**src/rtl/inst_decode_pkg.sv**
```systemverilog
// Shared definitions for the ID stage: ALU command encodings, instruction
// field constants, condition codes, NZCV bit positions and the ID/EX record.
package inst_decode_pkg;

  typedef enum logic [3:0] {
    EXE_NOP = 4'b0000,
    EXE_MOV = 4'b0001,
    EXE_ADD = 4'b0010,
    EXE_ADC = 4'b0011,
    EXE_SUB = 4'b0100,
    EXE_SBC = 4'b0101,
    EXE_AND = 4'b0110,
    EXE_ORR = 4'b0111,
    EXE_EOR = 4'b1000,
    EXE_MVN = 4'b1001
  } exe_cmd_e;

  localparam logic [3:0] OP_AND = 4'b0000;
  localparam logic [3:0] OP_EOR = 4'b0001;
  localparam logic [3:0] OP_SUB = 4'b0010;
  localparam logic [3:0] OP_ADD = 4'b0100;
  localparam logic [3:0] OP_ADC = 4'b0101;
  localparam logic [3:0] OP_SBC = 4'b0110;
  localparam logic [3:0] OP_TST = 4'b1000;
  localparam logic [3:0] OP_CMP = 4'b1010;
  localparam logic [3:0] OP_ORR = 4'b1100;
  localparam logic [3:0] OP_MOV = 4'b1101;
  localparam logic [3:0] OP_MVN = 4'b1111;

  localparam logic [1:0] MODE_DP  = 2'b00;
  localparam logic [1:0] MODE_MEM = 2'b01;
  localparam logic [1:0] MODE_BR  = 2'b10;

  localparam logic [3:0] COND_EQ = 4'b0000;
  localparam logic [3:0] COND_NE = 4'b0001;
  localparam logic [3:0] COND_CS = 4'b0010;
  localparam logic [3:0] COND_CC = 4'b0011;
  localparam logic [3:0] COND_MI = 4'b0100;
  localparam logic [3:0] COND_PL = 4'b0101;
  localparam logic [3:0] COND_VS = 4'b0110;
  localparam logic [3:0] COND_VC = 4'b0111;
  localparam logic [3:0] COND_HI = 4'b1000;
  localparam logic [3:0] COND_LS = 4'b1001;
  localparam logic [3:0] COND_GE = 4'b1010;
  localparam logic [3:0] COND_LT = 4'b1011;
  localparam logic [3:0] COND_GT = 4'b1100;
  localparam logic [3:0] COND_LE = 4'b1101;
  localparam logic [3:0] COND_AL = 4'b1110;

  localparam int FLAG_N = 3;
  localparam int FLAG_Z = 2;
  localparam int FLAG_C = 1;
  localparam int FLAG_V = 0;

  localparam logic [3:0] PC_INDEX = 4'hF;

  typedef struct packed {
    exe_cmd_e exe_cmd;
    logic     mem_read;
    logic     mem_write;
    logic     wb_en;
    logic     branch;
    logic     s;
  } ctrl_t;

  localparam ctrl_t CTRL_BUBBLE = '{EXE_NOP, 1'b0, 1'b0, 1'b0, 1'b0, 1'b0};

  typedef struct packed {
    logic [31:0] pc;
    logic [31:0] val1;
    logic [31:0] val2;
    logic [3:0]  dest;
    logic        imm;
    logic [11:0] shift_operand;
    logic [23:0] signed_imm24;
    ctrl_t       ctrl;
  } id_ex_t;

  // ARM condition evaluation against the NZCV flags; 1111 never executes.
  function automatic logic cond_passed(input logic [3:0] cond, input logic [3:0] nzcv);
    logic n, z, c, v;
    n = nzcv[FLAG_N];
    z = nzcv[FLAG_Z];
    c = nzcv[FLAG_C];
    v = nzcv[FLAG_V];
    case (cond)
      COND_EQ: return z;
      COND_NE: return ~z;
      COND_CS: return c;
      COND_CC: return ~c;
      COND_MI: return n;
      COND_PL: return ~n;
      COND_VS: return v;
      COND_VC: return ~v;
      COND_HI: return c & ~z;
      COND_LS: return ~c | z;
      COND_GE: return n == v;
      COND_LT: return n != v;
      COND_GT: return ~z & (n == v);
      COND_LE: return z | (n != v);
      COND_AL: return 1'b1;
      default: return 1'b0;
    endcase
  endfunction

endpackage

```
**src/rtl/inst_decode_register_file.sv**
```systemverilog
// register_file: R0..R14, two combinational read ports, one write port.
// Index 15 reads as the PC of the instruction in decode; writes to 15 are
// dropped. Define WB_BYPASS_EN to make a same-cycle read of the register
// being written return the incoming writeback value.
module register_file
  import inst_decode_pkg::*;
(
  input  logic        clk,
  input  logic        rst,
  input  logic [3:0]  rd_addr1,
  input  logic [3:0]  rd_addr2,
  input  logic [31:0] pc_in,
  input  logic        wb_en,
  input  logic [3:0]  wb_dest,
  input  logic [31:0] wb_value,
  output logic [31:0] rd_data1,
  output logic [31:0] rd_data2
);

  logic [31:0] regs_q [15];
  logic [31:0] regs_d [15];
  logic        wr_hit;

  assign wr_hit = wb_en && (wb_dest != PC_INDEX);

  // Next register contents: hold, except the addressed entry on a write.
  always_comb begin
    // NOTE: every variable gets its default first so no path leaves it unassigned (no latch).
    regs_d = regs_q;
    if (wr_hit) regs_d[wb_dest] = wb_value;
  end

  // Register storage, cleared by reset.
  always_ff @(posedge clk or posedge rst) begin
    // NOTE: this array is architecturally visible after reset, so it is reset like any other state.
    if (rst) begin
      for (int i = 0; i < 15; i++) regs_q[i] <= '0;
    end else begin
      // NOTE: non-blocking assignment so every flop samples pre-edge values.
      regs_q <= regs_d;
    end
  end

  // Read ports, PC substitution for index 15, optional write-through.
  always_comb begin
    rd_data1 = (rd_addr1 == PC_INDEX) ? pc_in : regs_q[rd_addr1];
    rd_data2 = (rd_addr2 == PC_INDEX) ? pc_in : regs_q[rd_addr2];
`ifdef WB_BYPASS_EN
    if (wr_hit && (wb_dest == rd_addr1)) rd_data1 = wb_value;
    if (wr_hit && (wb_dest == rd_addr2)) rd_data2 = wb_value;
`endif
  end

endmodule

```
**src/rtl/inst_decode.sv**
```systemverilog
// inst_decode: ID stage. Decodes the instruction, evaluates its condition,
// reads operands from register_file and registers everything into ID/EX.
// Optional feature macro: WB_BYPASS_EN (register file write-through).
module inst_decode
  import inst_decode_pkg::*;
(
  input  logic        clk,
  input  logic        rst,
  input  logic [31:0] instruction,
  input  logic [31:0] pcIn,
  input  logic        freeze,
  input  logic        flush,
  input  logic [3:0]  statusIn,
  input  logic        wbEn,
  input  logic [3:0]  wbDest,
  input  logic [31:0] wbValue,
  output logic [3:0]  src1,
  output logic [3:0]  src2,
  output logic        twoSrc,
  output logic [31:0] pcOut,
  output logic [31:0] val1,
  output logic [31:0] val2,
  output logic [3:0]  destOut,
  output logic        imm,
  output logic [11:0] shiftOperand,
  output logic [23:0] signedImm24,
  output logic [3:0]  exeCmd,
  output logic        memRead,
  output logic        memWrite,
  output logic        wbEnOut,
  output logic        branch,
  output logic        sOut
);

  logic [3:0]  cond;
  logic [1:0]  mode;
  logic        i_bit;
  logic [3:0]  opcode;
  logic        s_bit;
  logic        is_str;
  logic [31:0] rd_data1, rd_data2;
  ctrl_t       ctrl;
  id_ex_t      id_ex_d, id_ex_q;

  assign cond   = instruction[31:28];
  assign mode   = instruction[27:26];
  assign i_bit  = instruction[25];
  assign opcode = instruction[24:21];
  assign s_bit  = instruction[20];

  // Operand selection for the hazard unit; independent of freeze/flush.
  always_comb begin
    is_str = (mode == MODE_MEM) && !s_bit;
    src1   = instruction[19:16];
    src2   = is_str ? instruction[15:12] : instruction[3:0];
    twoSrc = is_str || ((mode == MODE_DP) && !i_bit);
  end

  register_file u_register_file (
    .clk      (clk),
    .rst      (rst),
    .rd_addr1 (src1),
    .rd_addr2 (src2),
    .pc_in    (pcIn),
    .wb_en    (wbEn),
    .wb_dest  (wbDest),
    .wb_value (wbValue),
    .rd_data1 (rd_data1),
    .rd_data2 (rd_data2)
  );

  // Control decode from mode/opcode/S; unknown encodings yield a bubble.
  always_comb begin
    ctrl = CTRL_BUBBLE;
    case (mode)
      MODE_DP: begin
        ctrl.wb_en = 1'b1;
        ctrl.s     = s_bit;
        case (opcode)
          OP_MOV: ctrl.exe_cmd = EXE_MOV;
          OP_MVN: ctrl.exe_cmd = EXE_MVN;
          OP_ADD: ctrl.exe_cmd = EXE_ADD;
          OP_ADC: ctrl.exe_cmd = EXE_ADC;
          OP_SUB: ctrl.exe_cmd = EXE_SUB;
          OP_SBC: ctrl.exe_cmd = EXE_SBC;
          OP_AND: ctrl.exe_cmd = EXE_AND;
          OP_ORR: ctrl.exe_cmd = EXE_ORR;
          OP_EOR: ctrl.exe_cmd = EXE_EOR;
          OP_CMP: begin ctrl.exe_cmd = EXE_SUB; ctrl.wb_en = 1'b0; end
          OP_TST: begin ctrl.exe_cmd = EXE_AND; ctrl.wb_en = 1'b0; end
          default: ctrl = CTRL_BUBBLE;
        endcase
      end
      MODE_MEM: begin
        ctrl.exe_cmd   = EXE_ADD;
        ctrl.mem_read  = s_bit;
        ctrl.wb_en     = s_bit;
        ctrl.mem_write = !s_bit;
      end
      MODE_BR: ctrl.branch = 1'b1;
      default: ctrl = CTRL_BUBBLE;
    endcase
  end

  // Next ID/EX contents: data always loads, control is squashed on bubble.
  always_comb begin
    id_ex_d.pc            = pcIn;
    id_ex_d.val1          = rd_data1;
    id_ex_d.val2          = rd_data2;
    id_ex_d.dest          = instruction[15:12];
    id_ex_d.imm           = i_bit;
    id_ex_d.shift_operand = instruction[11:0];
    id_ex_d.signed_imm24  = instruction[23:0];
    id_ex_d.ctrl          = ctrl;
    if (freeze || flush || !cond_passed(cond, statusIn)) id_ex_d.ctrl = CTRL_BUBBLE;
  end

  // ID/EX pipeline register.
  always_ff @(posedge clk or posedge rst) begin
    if (rst) id_ex_q <= '0;
    else     id_ex_q <= id_ex_d;
  end

  assign pcOut        = id_ex_q.pc;
  assign val1         = id_ex_q.val1;
  assign val2         = id_ex_q.val2;
  assign destOut      = id_ex_q.dest;
  assign imm          = id_ex_q.imm;
  assign shiftOperand = id_ex_q.shift_operand;
  assign signedImm24  = id_ex_q.signed_imm24;
  assign exeCmd       = id_ex_q.ctrl.exe_cmd;
  assign memRead      = id_ex_q.ctrl.mem_read;
  assign memWrite     = id_ex_q.ctrl.mem_write;
  assign wbEnOut      = id_ex_q.ctrl.wb_en;
  assign branch       = id_ex_q.ctrl.branch;
  assign sOut         = id_ex_q.ctrl.s;

endmodule

```
**config.mk**
```make
export PLATFORM = sky130hd
export DESIGN_NAME = inst_decode
export DESIGN_NICKNAME = d
export VERILOG_FILES = /design/src/rtl/inst_decode_pkg.sv /design/src/rtl/inst_decode_register_file.sv /design/src/rtl/inst_decode.sv
export SDC_FILE = /design/constraint.sdc
export NUM_CORES = 1
export LEC_CHECK = 0
export CAP_MARGIN = 20
export CORE_MARGIN = 4
export CORE_UTILIZATION = 40
export DETAILED_ROUTE_END_ITERATION = 10
export PLACE_DENSITY = 0.69
export SYNTH_ARGS = -nofsm -noshare
export SYNTH_HDL_FRONTEND = slang
export SYNTH_SLANG_ARGS = --single-unit
```
**constraint.sdc**
```tcl
create_clock -name clk -period 22 [get_ports clk]
set_clock_uncertainty 0.1 [all_clocks]
set_input_delay 4.4 -clock clk [delete_from_list [all_inputs] [get_ports clk]]
set_output_delay 4.4 -clock clk [all_outputs]
set_load 0.05 [all_outputs]
```
## Yosys cells after proc, flatten, opt, wreduce, memory -nomap -nowiden

Index checks and enable logic that the tools add are counted.

- $lt $le $gt $ge: 4
- Bitwise gates (word level): 11
- Equal/unequal tests: 31
- Reduce and logical (&&, ||, !) cells: 17
- Multiplexer cells: 20

Operator list:

| operator | count |
|---|---|
| bitwise mux 480 bit | 1 |
| binary-select mux 32 bit (select 4 bit) | 2 |
| 2-to-1 mux 32 bit | 7 |
| demux 32 bit (select 4 bit) | 1 |
| == test 4 bit, second input constant | 14 |
| one-hot mux 4 bit (9 select lines) | 1 |
| == test 4 x 3 -> 1 bit, second input constant | 7 |
| greater-or-equal comparator 5 bit, second input constant | 3 |
| inverter 4 -> 5 bit | 3 |
| one-hot mux 1 bit (15 select lines) | 1 |
| one-hot mux 7 bit (2 select lines) | 1 |
| == test 4 x 2 -> 1 bit, second input constant | 3 |
| OR reduction 11 bit | 1 |
| 2-to-1 mux 9 bit | 1 |
| OR reduction 9 bit | 1 |
| == test 4 x 1 -> 1 bit, second input constant | 2 |
| zero test 4 bit | 2 |
| < comparator 5 x 1 -> 1 bit, second input constant | 1 |
| logical AND 1 bit | 4 |
| 2-to-1 mux 4 bit | 1 |
| inequality test 4 bit, second input constant | 1 |
| inverter 1 bit | 4 |
| OR reduction 2 bit | 2 |
| zero test 1 bit | 3 |
| 10 further kinds | 16 |

- Register bits: 626
- Word-level logic and storage cells: 111

## Longest topological paths before layout

Gate-level depths: netlist (run 1).

- Depth after elaboration: 8
- Gate-level depth with buffers: 9
- Depth with buffers taken out: 6

## Hierarchy

From an unflattened synthesis (run 1), not the netlist that was laid out.

- Cells, all modules: 2041
- Area total of the unflattened synthesis: 29914.9 um^2

By module, submodules not included:

| module | cells each | instances | area an instance (um^2) |
|---|---|---|---|
| register_file | 1826 | 1 | 26072.5 |
| inst_decode | 215 | 1 | 3842.4 |

## Least setup slack after synthesis (run 1)

Ideal clock, no wire load.

- Path type: input-to-output
- Start point: input instruction[12]
- End point: output src2[0]
- Data required time: 17.500 ns
- Cell stages on the path: 6
- Setup slack: 11.627 ns
- Arrival: 5.873 ns
- Cell sequence: clkbuf_1 and4bb_2 a21oi_4 inv_2 buf_2 clkbuf_1

- Word-level cells in the longest chain between the ends: 1

Ends and longest elaborated chain:

| item | RTL line | source |
|---|---|---|
| start, declared | inst_decode.sv:9 | `input logic [31:0] instruction,` |
| 2-to-1 mux 4 bit | inst_decode.sv:55 | `src2 = is_str ? instruction[15:12] : instruction[3:0];` |
| end, declared | inst_decode.sv:18 | `output logic [3:0] src2,` |

Every way passes these cells.

## Worst setup path in the final report (run 1)

- Start point: input instruction[27]
- End point: output src2[1]

- Word-level cells in the longest chain between the ends: 3

Ends and longest elaborated chain:

| item | RTL line | source |
|---|---|---|
| == test 2 x 1 -> 1 bit | inst_decode.sv:53 | `is_str = (mode == MODE_MEM) && !s_bit;` |
| logical AND 1 bit | inst_decode.sv:53 |  |
| 2-to-1 mux 4 bit | inst_decode.sv:55 |  |

Every way passes these cells.

==> flow_metrics.py, run 1 <==
metrics = {
    "logic_synthesis": {
        "synthArstFlopShare": 1.00,
        "syn_area_per_cell_um2": 13.2,
        "synth_cell_types": 52,
        "synth.mux.area_fraction": 0.326,
        "syn_area_um2": 30500,
        "ys_seq_area_frac": 0.501,
        "synth_fa_ha_area_frac": 0,
        "yosysWarnings": 0,
        "yosys.area_share.simple": 0.0469,
        "synth_nets": 2422,
        "synth_xor_area_frac": 0.000862,
        "synth_top_family_by_area": "multiplexers",
        "ys.flop_type": "dfrtp_1",
        "synth_compound_area_frac": 0.0903,
        "synth_seq_cells": 610,
        "synth-edff-count": 0,
        "syn_inst": 2313,
    },
    "placed_design": {
        "portBuffers": 263,
        "dp_hpwl_um": 54100,
        "post-place-cells": 3347,
        "place_congestion": 0.788,
        "pre_cts_ws_ns": 9.62,
    },
    "floorplan": {
        "dieArea_um2": 80700,
        "die_h_um": 284,
        "die_w_um": 284,
        "core_area_um2": 74900,
        "rows": 100,
        "start_util": 0.407,
        "io_pins": 264,
    },
    "routing": {
        "drt_iter0_drc": 1996,
        "wl_per_cell_um": 27.5,
        "drc": 0,
        "ant_nets": 0,
        "dr.max_layer_used": "met4",
        "met3WireLength_um": 7240,
        "routed_wl_um": 95600,
        "via_count": 21601,
        "dr.pass1.iters": 6,
        "wl_met2_um": 45300,
        "met1_length_um": 39000,
        "viasPerCell": 6.21,
    },
    "power_and_ir_drop": {
        "p_clk_frac": 0.332,
        "max-vdd-ir-drop_v": 0.0000586,
        "p_switching_w": 0.00110,
        "internal-power_w": 0.00252,
        "p_per_area_nw_per_um2": 99.9,
        "seq_power_share": 0.427,
        "leakagePower_nw": 15.2,
        "switching_share": 0.305,
        "p_total_w": 0.00362,
        "power.share.combinational": 0.242,
    },
    "critical_path": {
        "cp.required_ns": 17.50,
        "cp_max_fo": 41,
        "r2r_cells": 5,
        "worst_setup_path_start_kind": "input pin",
        "rr_startpoint": "u_register_file.regs_q[276]",
        "reg2reg_to": "val2[20]",
        "cp-end-kind": "output pin",
        "r2r_slack_ns": 20.13,
        "worstSetupPathType": "input pin to output pin",
        "cp_data_arrival_time_ns": 7.96,
    },
    "cts": {
        "clk_latency_ns": 0.61,
        "ctsLongestPathBuffers": 3,
        "postCtsSetupBuffers": 0,
        "path_clk_slew_ns": 0.05,
        "cts_resized": 0,
        "htree_levels": 3,
        "cts_inserted_buffers": 72,
        "clock_sinks": 610,
        "holdBufCountCts": 0,
        "tritoncts": "built",
        "cts_root_buf": "clkbuf_16",
    },
    "cells_and_area": {
        "final.fill_count": 6387,
        "multiInputGateArea_um2": 14300,
        "seqCellArea_um2": 15300,
        "syn_to_final_growth_pct": 18.9,
        "instances_no_fill": 3481,
        "nNetsFinal": 2564,
        "drive_gt1_frac": 0.328,
    },
    "status": {
        "status": "finished, final reports clean",
    },
    "worst_hold_path": {
        "holdPathEnd": "u_register_file.regs_q[123]",
        "worstHoldPathCells": 1,
        "worstHoldPathType": "flip-flop to flip-flop",
        "hold_start": "u_register_file.regs_q[123]",
    },
    "sta": {
        "maxSlewViolCount": 0,
        "setup_viol_count_final": 0,
        "hold_ws_ns": 0.429,
        "worst_slew_pin_slew_ns": 1.09,
        "hold_viol": 0,
        "setup-tns-final_ns": 0,
        "rsz0062_at_grt": "false",
        "period_minus_slack_ns": 12.46,
        "maxSlewHeadroom": 0.270,
        "period_share": 0.566,
        "max_freq_ghz": 0.0803,
        "finalWorstSetupSlack_ns": 9.54,
    },
    "global_routing": {
        "gr-total-overflow": 0,
        "grt_usage": 0.232,
        "grt_first_pass_wirelength_um": 144000,
        "grt_max_degree": 131,
        "grt_pass1_vias": 22821,
        "antenna_found_initial": 4,
    },
    "job": {
        "max-cap-violations": 0,
    },
}
==> logic make-up (layout without fill, tap and decap cells) <==
| logic type | count (synthesis) | in the layout |
|---|---|---|
| and+or+nand+nor | 321 | 321 |
| AOI/OAI and AO/OA | 357 | 357 |
| DFF | 610 | 610 |
| xor gates and xnor gates | 3 | 3 |
| buffers and inverters | 249 | 444 |
| muxes | 773 | 773 |
| other | 0 | 4 |
==> worst max path at each step <==
stage,from,end,depth (start not counted)
6_report,instruction[27],src2[1],6
5_1_grt,instruction[26],src2[1],6
4_1_cts,instruction[26],src2[1],6
3_5_place_dp,instruction[26],src2[1],6
3_3_place_gp,instruction[26],src2[1],6
2_1_floorplan,rst,branch,1
==> cell usage after synthesis, types with 4 or more instances <==
master,instances,area (um2)
dfrtp_1,610,15300
mux2_2,490,5520
nand2_1,226,848
mux2i_1,154,1540
clkbuf_1,149,559
mux4_2,128,2880
a311oi_1,64,561
o22ai_1,63,394
buf_2,39,195
nor2b_1,39,244
o22a_1,39,342
a211o_1,32,280
buf_1,32,120
a2111oi_0,31,272
a32oi_1,31,272
o21ai_0,30,150
a21o_1,24,180
buf_4,20,150
a21oi_1,15,75.1
nor2_1,14,52.6
nand2b_1,10,62.6
o21a_1,9,67.6
inv_1,7,26.3
nand3_1,6,30.0
nand3b_1,6,45.0
nand4_1,4,25.0
==> state kept, by name, indices dropped and copies added (netlist names), 4 cells and up <==
register                count
u_register_file.regs_q    480
pcOut                      32
val1                       32
val2                       32
signedImm24                24
exeCmd                      4
==> cells in the final DEF, fill, tap and decap left out, types with 7 or more instances in the layout <==
master	count
o21a_1	9
mux2_2	490
nor2b_1	37
mux2i_1	153
o21ai_0	30
o22ai_1	63
a311oi_1	64
a211o_1	32
nand2_1	220
mux4_2	128
nand2b_1	7
dfrtp_1	610
clkdlybuf4s50_1	257
buf_4	43
a2111oi_0	31
a32oi_1	31
o22a_1	39
a21oi_1	15
clkbuf_8	21
clkinv_2	13
a21o_1	24
clkbuf_16	74
nor2_4	10
clkbuf_1	9
==> stage by stage <==
step | util | area, um2
after CTS | 0.483 | 36200
after detailed placement | 0.451 | 33800
final | 0.484 | 36300
after floorplan | - | 30500
after global placement | 0.451 | 33800
after global routing | 0.484 | 36300
==> routing by layer <==
metal,track usage,vias up
met5,0,-
met4,0.0964,0
met3,0.0517,255
met2,0.376,959
met1,0.303,11367
li1,-,9020
==> power by group through the flow <==
stage,Combinational (W),Sequential [W],Clock [W]
2_1_floorplan,0.000516,0.00163,0
3_3_place_gp,0.000847,0.00153,0
3_5_place_dp,0.000873,0.00156,0
4_1_cts,0.000877,0.00154,0.00122
5_1_grt,0.000932,0.00157,0.00127
6_report,0.000875,0.00155,0.00120
==> worst max-delay path: stages <==
cell and delay (ns):
clkdlybuf4s50_1 0.66, or3b_4 0.74, mux2i_4 0.33, buf_4 0.66, inv_1 0.32, clkdlybuf4s50_1 0.81
==> final cells by class <==
type | instances | share of cell area
inverters | 8 | 0.00124
clock buffers | 103 | 0.0596
well taps | 969 | 0.0334
clock inverters | 24 | 0.00628
multi-input cells | 1454 | 0.395
repair buffers | 309 | 0.0830
flip-flops and latches | 610 | 0.421
diodes | 4 | 0.000276
No activity file was read; power rests on OpenSTA's default activity.
==> run 2, diff against run 1 <==
Clock period 22 ns to 11.4 ns, I/O delays scaled along.
==> run 2 against run 1 <==
- core utilization grew 0.092 points
- wire length rose by 0.68%
- first-iteration DRC count rose by 6.0%
- sequential share of layout area decreased by 0.080 points
- die area unchanged
- worst setup slack got worse by 6.0 ns
- register-to-register slack got worse by 11 ns
- total power increased by 95%
- sequential power rose by 92%
- global-route usage up 0.21 points
- critical path depth decreased by 1
- critical path type unchanged
- critical endpoint is now src2[0]
- highest routed layer unchanged
==> flow_metrics.py, run 2 (same netlist as run 1, synthesis figures left out) <==
metrics = {
    "status": {
        "status": "finished, final reports clean",
    },
    "power_and_ir_drop": {
        "switching_share": 0.306,
        "leakagePower_nw": 15.2,
        "seq_power_share": 0.423,
        "p_switching_w": 0.00216,
        "p_per_area_nw_per_um2": 194,
        "p_clk_frac": 0.338,
        "power.share.combinational": 0.240,
        "internal-power_w": 0.00490,
        "max-vdd-ir-drop_v": 0.000102,
    },
    "cells_and_area": {
        "mostFrequentLayoutCell": "dfrtp_1",
        "drive_gt1_frac": 0.326,
        "seqCellArea_um2": 15300,
        "nNetsFinal": 2560,
        "top_register": "u_register_file.regs_q",
        "multiInputGateArea_um2": 14300,
        "syn_to_final_growth_pct": 19.1,
        "largest_reg_flops": 480,
        "mostFrequentLayoutCells": "610 x dfrtp_1, 490 x mux2_2, 257 x clkdlybuf4s50_1",
        "final.fill_count": 6390,
    },
    "global_routing": {
        "grt_usage": 0.234,
        "grt_max_degree": 200,
        "gr-total-overflow": 0,
        "grt_pass1_vias": 23035,
        "grt_first_pass_wirelength_um": 146000,
        "antenna_found_initial": 5,
    },
    "routing": {
        "ant_nets": 0,
        "drc": 0,
        "via_count": 21723,
        "drt_iter0_drc": 2115,
        "dr.pass1.iters": 6,
        "viasPerCell": 6.24,
        "routed_wl_um": 96200,
        "wl_per_cell_um": 27.6,
    },
    "critical_path": {
        "cp.required_ns": 9.02,
        "rr_startpoint": "u_register_file.regs_q[271]",
        "worst_setup_path_start_kind": "input pin",
        "cp_data_arrival_time_ns": 5.51,
        "worstSetupPathType": "input pin to output pin",
        "critPathLaunch": "instruction[26]",
        "cp_max_fo": 90,
        "cp-end-kind": "output pin",
    },
    "sta": {
        "worst_slew_pin_slew_ns": 1.16,
        "maxSlewHeadroom": 0.224,
        "rsz0062_at_grt": "false",
        "hold_viol": 0,
        "period_share": 0.692,
        "maxSlewViolCount": 0,
        "setup_viol_count_final": 0,
        "setup-tns-final_ns": 0,
        "max_freq_ghz": 0.127,
        "finalWorstSetupSlack_ns": 3.51,
        "period_minus_slack_ns": 7.89,
    },
    "cts": {
        "path_clk_slew_ns": 0.05,
        "ctsLongestPathBuffers": 3,
        "holdBufCountCts": 0,
        "cts_root_buf": "clkbuf_16",
        "tritoncts": "built",
        "htree_levels": 3,
        "clock_sinks": 610,
        "clk_latency_ns": 0.62,
        "cts_resized": 0,
        "postCtsSetupBuffers": 0,
        "cts_inserted_buffers": 71,
    },
    "floorplan": {
        "start_util": 0.407,
        "dieArea_um2": 80700,
        "rows": 100,
        "core_area_um2": 74900,
        "io_pins": 264,
        "die_w_um": 284,
        "die_h_um": 284,
    },
    "placed_design": {
        "portBuffers": 263,
        "dp_hpwl_um": 55200,
        "place_congestion": 0.786,
        "pre_cts_ws_ns": 3.56,
    },
    "worst_hold_path": {
        "worstHoldPathType": "flip-flop to flip-flop",
        "hold_start": "u_register_file.regs_q[104]",
    },
    "job": {
        "max-cap-violations": 0,
    },
}
## run 2: changes by cell type in the layout (fill, tap and decap cells not counted), sizes merged
| cell | before | now |
|---|---|---|
| bufinv | 3 | 7 |
| buf | 51 | 48 |
| clkinv | 14 | 17 |
| clkbuf | 104 | 101 |
| diode | 4 | 5 |
## run 2: power by group through the flow
stage / combinational (W) / clock (W) / sequential, W
finish: 0.00169 / 0.00239 / 0.00298
global route: 0.00180 / 0.00253 / 0.00303
CTS: 0.00170 / 0.00244 / 0.00297
detailed placement: 0.00169 / 0 / 0.00300
global placement: 0.00164 / 0 / 0.00296
floorplan: 0.000996 / 0 / 0.00314
## run 2: cell type report
cell class                      instances  area share
Antenna cell                            5    0.000344
Tap cell                              969      0.0334
Timing Repair Buffer                  306      0.0829
Inverter                                8     0.00114
Clock buffer                          100      0.0564
Sequential cell                       610       0.420
Multi-Input combinational cell       1454       0.394
Clock inverter                         31      0.0112
## run 2: worst max-delay path: stages
cell	delay, ns
clkdlybuf4s50_1	0.57
or3b_4	0.83
a21oi_4	0.16
inv_8	0.54
clkdlybuf4s50_1	1.02
## run 2: final timing paths
kind | end | slack (ns) | cells past startpoint
min in group asynchronous | signedImm24[21] | 2.16 | 3
min | u_register_file.regs_q[104] | 0.43 | 1
max | src2[0] | 3.51 | 5
max in group asynchronous | pcOut[13] | 6.68 | 5
max reg2reg | val2[15] | 9.48 | 5
min reg2reg | u_register_file.regs_q[104] | 0.43 | 1
## run 2: metal layers
layer / routed length (um) / part of all wire / vias to the layer above / track usage
met2: 46100 / 0.48 / 1047 / 0.381
met1: 39400 / 0.41 / 11449 / 0.309
li1: - / - / 9004 / -
met5: 0 / 0 / - / 0
met3: 7530 / 0.078 / 223 / 0.0528
met4: 3170 / 0.033 / 0 / 0.0833
## run 2: per-stage QoR
stage | hold slack (ns) | utilization | instances | total power [W] | instance area (um2)
floorplan | 0.389 | - | 2313 | 0.00413 | 30500
global placement | 0.404 | 0.451 | 3343 | 0.00459 | 33800
detailed placement | 0.417 | 0.452 | 3346 | 0.00469 | 33900
CTS | 0.430 | 0.484 | 3477 | 0.00710 | 36300
global route | 0.440 | 0.485 | 3478 | 0.00736 | 36300
finish | 0.425 | 0.485 | 3483 | 0.00706 | 36300
